===== src/rtl/tx_link_arbiter.sv =====
// Round-robin arbiter sharing one serial transmitter among NREQ byte producers.
// Sequences load/send/end handshake, checks dsr, and guards each frame with a watchdog.
module tx_link_arbiter #(
  parameter int NREQ    = 4,
  parameter int IDW     = 2,
  parameter int TIMEOUT = 2047
) (
  input  logic              clock,
  input  logic              reset,
  input  logic [NREQ-1:0]   req,
  input  logic [8*NREQ-1:0] req_data,
  output logic [NREQ-1:0]   grant,
  output logic [IDW-1:0]    cur_id,
  output logic [NREQ-1:0]   done,
  output logic              fail,
  output logic              busy,
  output logic              tx_load,
  output logic [7:0]        tx_byte,
  output logic              tx_send,
  input  logic              tx_end,
  input  logic              dsr
);

  typedef enum logic [2:0] {IDLE, LOAD, SEND, WAIT_END, DONE} state_t;

  state_t          state, state_nxt;
  logic [11:0]     wd;
  logic [IDW-1:0]  ptr;
  logic            abort;
  logic            pick_vld;
  logic [IDW-1:0]  pick_id;
  logic [IDW-1:0]  cand;

  // Index arithmetic wraps modulo NREQ, which need not be a power of two.
  function automatic logic [IDW-1:0] wrap(input int unsigned v);
    int unsigned r;
    r = (v >= NREQ) ? v - NREQ : v;
    return IDW'(r);
  endfunction

  always_comb begin
    pick_vld = 1'b0;
    pick_id  = '0;
    cand     = '0;
    for (int unsigned k = 0; k < NREQ; k++) begin
      cand = wrap(32'(ptr) + k);
      if (!pick_vld && req[cand]) begin
        pick_vld = 1'b1;
        pick_id  = cand;
      end
    end
  end

  always_comb begin
    state_nxt = state;
    grant     = '0;
    done      = '0;
    fail      = 1'b0;
    busy      = 1'b0;
    tx_load   = 1'b0;
    tx_send   = 1'b0;
    if (state != IDLE) begin
      busy  = 1'b1;
      grant = NREQ'(1) << cur_id;
    end
    case (state)
      IDLE:     if (pick_vld) state_nxt = LOAD;
      LOAD: begin
        tx_load   = 1'b1;
        state_nxt = dsr ? SEND : DONE;
      end
      SEND: begin
        tx_send   = 1'b1;
        state_nxt = WAIT_END;
      end
      WAIT_END: if (tx_end || wd == 12'(TIMEOUT)) state_nxt = DONE;
      DONE: begin
        done      = NREQ'(1) << cur_id;
        fail      = abort;
        state_nxt = IDLE;
      end
      default:  state_nxt = IDLE;
    endcase
  end

  always_ff @(posedge clock) begin
    if (reset) begin
      state   <= IDLE;
      wd      <= '0;
      ptr     <= '0;
      cur_id  <= '0;
      tx_byte <= '0;
      abort   <= 1'b0;
    end else begin
      state <= state_nxt;
      case (state)
        IDLE: if (pick_vld) begin
          cur_id  <= pick_id;
          tx_byte <= req_data[8*pick_id +: 8];
        end
        LOAD: if (!dsr) abort <= 1'b1;
        SEND: wd <= '0;
        // tx_end wins over an expiring watchdog in the same cycle.
        WAIT_END: if (!tx_end) begin
          if (wd == 12'(TIMEOUT)) abort <= 1'b1;
          else                    wd    <= wd + 12'd1;
        end
        DONE: begin
          ptr   <= wrap(32'(cur_id) + 32'd1);
          abort <= 1'b0;
        end
        default: ;
      endcase
    end
  end

endmodule

===== config.mk =====
export PLATFORM = sky130hd
export DESIGN_NAME = tx_link_arbiter
export DESIGN_NICKNAME = d
export VERILOG_FILES = /design/src/rtl/tx_link_arbiter.sv
export SDC_FILE = /design/constraint.sdc
export NUM_CORES = 1
export LEC_CHECK = 0
export CAP_MARGIN = 20
export CORE_AREA = 2 2 68 70
export DETAILED_ROUTE_END_ITERATION = 8
export DIE_AREA = 0 0 70 72
export PLACE_DENSITY = 0.75
export SLEW_MARGIN = 20
export SYNTH_ARGS = -nofsm -noshare
export SYNTH_HDL_FRONTEND = slang
export SYNTH_SLANG_ARGS = --single-unit
export TNS_END_PERCENT = 10

===== constraint.sdc =====
create_clock -name clock -period 1.85 [get_ports clock]
set_input_delay 0.37 -clock clock [delete_from_list [all_inputs] [get_ports clock]]
set_output_delay 0.37 -clock clock [all_outputs]
set_load 0.05 [all_outputs]

# Word level (Yosys, flattened, before mapping)
# Cells that the tools add are included.
[word_totals]
register_bits = 28
input_bits = 40
output_inout_bits = 22
word_cells = 91
[op_classes]
n_addsub = 10
n_lt_le_gt_ge = 9
n_eq_ne = 11
n_shift = 2
muxes = 38
n_reduce_logical = 15
[ops]
columns = ["op", "n"]
rows = [
  ["$shiftx 32x6->8", 1],
  ["$mux 12", 2],
  ["$pmux 12 s2", 1],
  ["$mux 2", 9],
  ["$mux 1", 15],
  ["$add 12x1->12 const B", 1],
  ["$eq 12x11->1 const B", 1],
  ["$ge 3x3->1 const B", 4],
  ["$lt 2x3->1 const B", 4],
  ["$ne 2x2->1 const B", 6],
  ["$pmux 3 s4", 1],
  ["$sub 2x1->2 const B", 5],
  ["$mux 3", 3],
  ["$bmux 1 s2", 4],
  ["$mux 4", 2],
  ["$add 2x1->3 const B", 2],
  ["$add 2x2->3 const B", 2],
  ["$eq 3x2->1 const B", 2],
  ["$reduce_bool 3->1", 2],
  ["$reduce_and 2->1", 2],
  ["$reduce_and 4->1", 1],
  ["$shl 1x2->4 const A", 1],
  ["$eq 3x1->1 const B", 1],
  ["$eq 3x3->1 const B", 1],
  ["8 further kinds", 12],
]

# Longest topological paths before layout
[logic_depth]
ltp_word = 16
ltp_mapped = 7
depth_no_buf = 6

# Worst setup path after synthesis
# No wires, ideal clock.
[synth_path]
path_type = "reg-to-reg"
from = "register state[0]"
to = "register tx_byte[3]"
arrival_time_ns = 1.865
setup_slack_ns = -0.097
path_stages_with_launch = 7
n_path_buf = 2
synth_period_minus_slack_ns = 1.947
path_cell_list = "dfxtp_1 -> buf_2 -> nor3_4 -> inv_1 -> or4_1 -> clkbuf_1 -> o221ai_1"
[synth_between]
elab_chain_len = 2
[synth_lines]
columns = ["element", "line", "text"]
rows = [
  ["start: declaration", "26", "state_t state, state_nxt;"],
  ["start signal: assignment", "95", "state <= state_nxt;"],
  ["$logic_not 3->1", "96", "case (state)"],
  ["$reduce_and 2->1 (no line)", "--", ""],
  ["end signal: assignment", "99", "tx_byte <= req_data[8*pick_id +: 8];"],
  ["end: declaration", "18", "output logic [7:0] tx_byte,"],
]
# Every way passes these cells.
# A chain may end at the register's enable or synchronous reset.

# Worst setup path after layout
[layout_path]
from = "input port tx_end"
to = "register wd[11]"
[layout_between]
elab_chain_len = 2
[layout_lines]
columns = ["element", "line", "text"]
rows = [
  ["start: declaration", "20", "input logic tx_end,"],
  ["$ne 2x2->1 (no line)", "--", ""],
  ["$reduce_and 3->1 (no line)", "--", ""],
  ["end signal: assignment", "106", "else wd <= wd + 12'd1;"],
  ["end: declaration", "27", "logic [11:0] wd;"],
]
# Every way passes these cells.

==> results.json <==
{
  "status": "completed",
  "syn_area_sq_mm": 0.00169,
  "arrival_ns": 2.05,
  "cts.sinks": 28,
  "finalClockSkew_ns": 0.00515,
  "nets": 333,
  "wl_microns": 4870,
  "grt_start_max_net_pins": 18,
  "io_pins": 62,
  "grt_overflow_total": 0,
  "fillers": 345,
  "setup_viol": 0,
  "worstSetupPathType": "input port to register",
  "ys.flop_type": "dfxtp_1",
  "drive_above_1_share_pct": 25.4,
  "clockBufferDepth": 2,
  "finalNonFillerCells": 339,
  "drt-wirelength-per-cell_microns": 14.4,
  "grt_first_pass_wirelength_microns": 7910,
  "rrSetupSlack_ns": 0.04,
  "ys_ff_latch": 28,
  "antenna_cells": 0,
  "hold_viol": 0,
  "reg2reg_from": "wd[0]",
  "hp-class": "register to register",
  "cp-end-kind": "register",
  "whs_path_depth": 2,
  "slowest_stage": "or4_4",
  "synth_top_family_by_area": "simple AND/OR/NAND/NOR gates",
  "max_stage_delay_ns": 0.52,
  "dieArea_sq_mm": 0.00504,
  "via_per_inst": 5.38,
  "track_usage_pct": 18.8,
  "cts_made_buffers": 3,
  "ff2ff_path_depth": 6,
  "postSynthAreaPerCell_sq_um": 8.40,
  "hp-start": "tx_byte[2]",
  "htreeDepth": 1,
  "async_flop_share_pct": 0,
  "ant_nets": 0,
  "placed_area_sq_mm": 0.00265,
  "synth_xor_area_share_pct": 3.63,
  "synth_edf_count": 0,
  "clock-root-buffer": "clkbuf_8",
  "max_freq_mhz": 545,
  "rows": 24,
  "antenna_found_initial": 0,
  "path_clk_slew_ns": 0.10,
  "synthAdderAreaFrac_pct": 3.71,
  "start_util_pct": 39.6,
  "fin_area_sq_mm": 0.00278,
  "dp.cells": 334,
  "worst_setup_path_start_kind": "input port",
  "critPathBufInv": 1,
  "synth_fp_nets": 246,
  "layout_min_cycle_time_ns": 1.84,
  "clock_latency_ns": 0.28,
  "first_pass_iters": 5,
  "syn-instance-count": 201,
  "fp.dieW_microns": 70,
  "ctsHoldBuffers": 0,
  "drc": 0,
  "dpl_worst_slack_ns": -0.243,
  "synth_top_area_share_pct": 33.2,
  "crit_fanout": 4,
  "path_cells": "clkdlybuf4s50_1, nand2b_1, or3_4, or4_4, a21oi_2",
  "synth.area.top_cells": "dfxtp_1 33%, mux2i_1 11%, nand2_1 4.7%",
  "timing.final.crit_share_pct": 99.3,
  "maxCapViolations": 0,
  "power_density_mw_per_mm2": 658,
  "post_cts_buffers": 0,
  "slew_headroom_pct": 66.9,
  "area_delta_synth_final_pct": 64.9,
  "vdd_drop_max_mv": 0.455,
  "fin_ws_ns": 0.0135,
  "synth_compound_area_share_pct": 15.4,
  "crit_family": "simple AND/OR/NAND/NOR gates",
  "die_h_microns": 72,
  "synth_warnings": 0,
  "synth.area.mux_share_pct": 10.7,
  "rsz0062_at_grt": "true",
  "grt_pass1_vias": 1731,
  "timing.rr.end": "wd[11]",
  "maxSlewViolCount": 0,
  "dp_hpwl_microns": 3650,
  "yosysUniqueCellTypes": 43,
  "synthSimpleGateAreaFrac_pct": 27.9,
  "tightest_slew_ns": 0.484,
  "finalWeightedCongestion": 0.820,
  "power.leakage_nw": 1.09,
  "cts_tree": "yes",
  "core_sq_mm": 0.00426,
  "port-buffer-count": 61,
  "worstPathRequired_ns": 2.07,
  "drt-initial-drc-count": 151,
  "whs_endpoint": "tx_byte[2]",
  "ys_seq_area_share_pct": 33.2,
  "yosys.area.top_type": "dfxtp_1",
  "num_vias": 1823
}
[worst max-delay path by stage]
stage	from	end	slack [ns]	depth (start not counted)
after floorplan	state[0]	tx_byte[3]	-0.1	6
after global placement	tx_end	wd[11]	-0.21	5
after detailed placement	tx_end	wd[11]	-0.24	5
after CTS	state[1]	tx_send	0.008	5
after global routing	wd[9]	state[2]	-0.03	6
final	tx_end	wd[11]	0.01	5
[repair_timing]
action	CTS	global route
endpoints found under the setup margin	6	20
cloned	0	1
resized for setup	2	12
pin swaps	0	1
[state kept, by name, summed over array words and instances (netlist names)]
| signal | count |
|---|---|
| ptr | 2 |
| cur_id | 2 |
| tx_byte | 8 |
| state | 3 |
| wd | 12 |
| abort | 1 |
[cell families after synthesis]
logic type               after synthesis
adder cells (fa/ha/maj)                5
AO/OA/AOI/OAI                         36
flip-flops                            28
AND/OR/NAND/NOR                       87
multiplexers                          18
XOR/XNOR                               7
buffers and inverters                 20
[worst min-delay path, stage by stage (launching register included)]
cell and delay, ns:
dfxtp_1 0.34, nand2_1 0.05, o221ai_1 0.06
[where the power goes]
group          switching (mW)  internal, mW
clock                   0.201         0.290
sequential             0.0330         0.641
combinational           0.351         0.314
total                   0.585          1.25
[layer usage]
metal | wire [microns] | vias to the layer above | track usage (%)
met5 | 0 | - | 0
met4 | 56 | 0 | 5.13
met3 | 202 | 6 | 1.94
met2 | 2540 | 52 | 34.5
met1 | 2070 | 862 | 23.7
li1 | - | 903 | -
[metrics by stage]
stage                     setup TNS (ns)  utilization (%)  power, mW  hold slack [ns]
after floorplan                   -0.803                -       1.03            0.447
after global placement             -1.84             62.0       1.32            0.444
after detailed placement           -2.08             62.0       1.33            0.453
after CTS                              0             63.9       1.83            0.478
after global routing             -0.0663             65.3       1.91            0.496
final                                  0             65.3       1.83            0.476
[layout make-up]
type                       count  area (sq um)  share of cell area, %
clock inverter                 1          30.0                   1.08
clock buffer                   3          41.3                   1.48
sequential                    28           563                   20.2
tap                           52          65.1                   2.34
inverter                       9          33.8                   1.21
timing repair buffer          93           976                   35.1
multi-input combinational    153          1070                   38.6
[Yosys cell counts, drive strengths merged, types with 3 or more instances]
cell type,count
dfxtp,28
nand2,21
mux2i,18
nor2,17
a21oi,9
inv,9
nor4,9
o221ai,9
buf,8
xnor2,7
and2,6
and3,6
nand3,6
ha,5
nand2b,4
nand4,4
nor2b,4
nor3,4
clkbuf,3
or4,3
[placed cells by master, fill, tap and decap left out, types with 3 or more instances in the layout]
cell type,n
inv_1,9
clkbuf_8,3
nor3_1,3
and2_1,6
xnor2_1,7
clkdlybuf4s50_1,39
dfxtp_1,26
nand4_1,4
nand2b_1,3
and3_1,6
nand3_1,6
ha_1,5
nand2_1,20
buf_12,13
buf_4,40
mux2i_1,17
nor4_1,7
a21oi_1,8
o221ai_1,9
nor2_1,16
nor2b_1,4
Power figures use the tool's default switching activity.
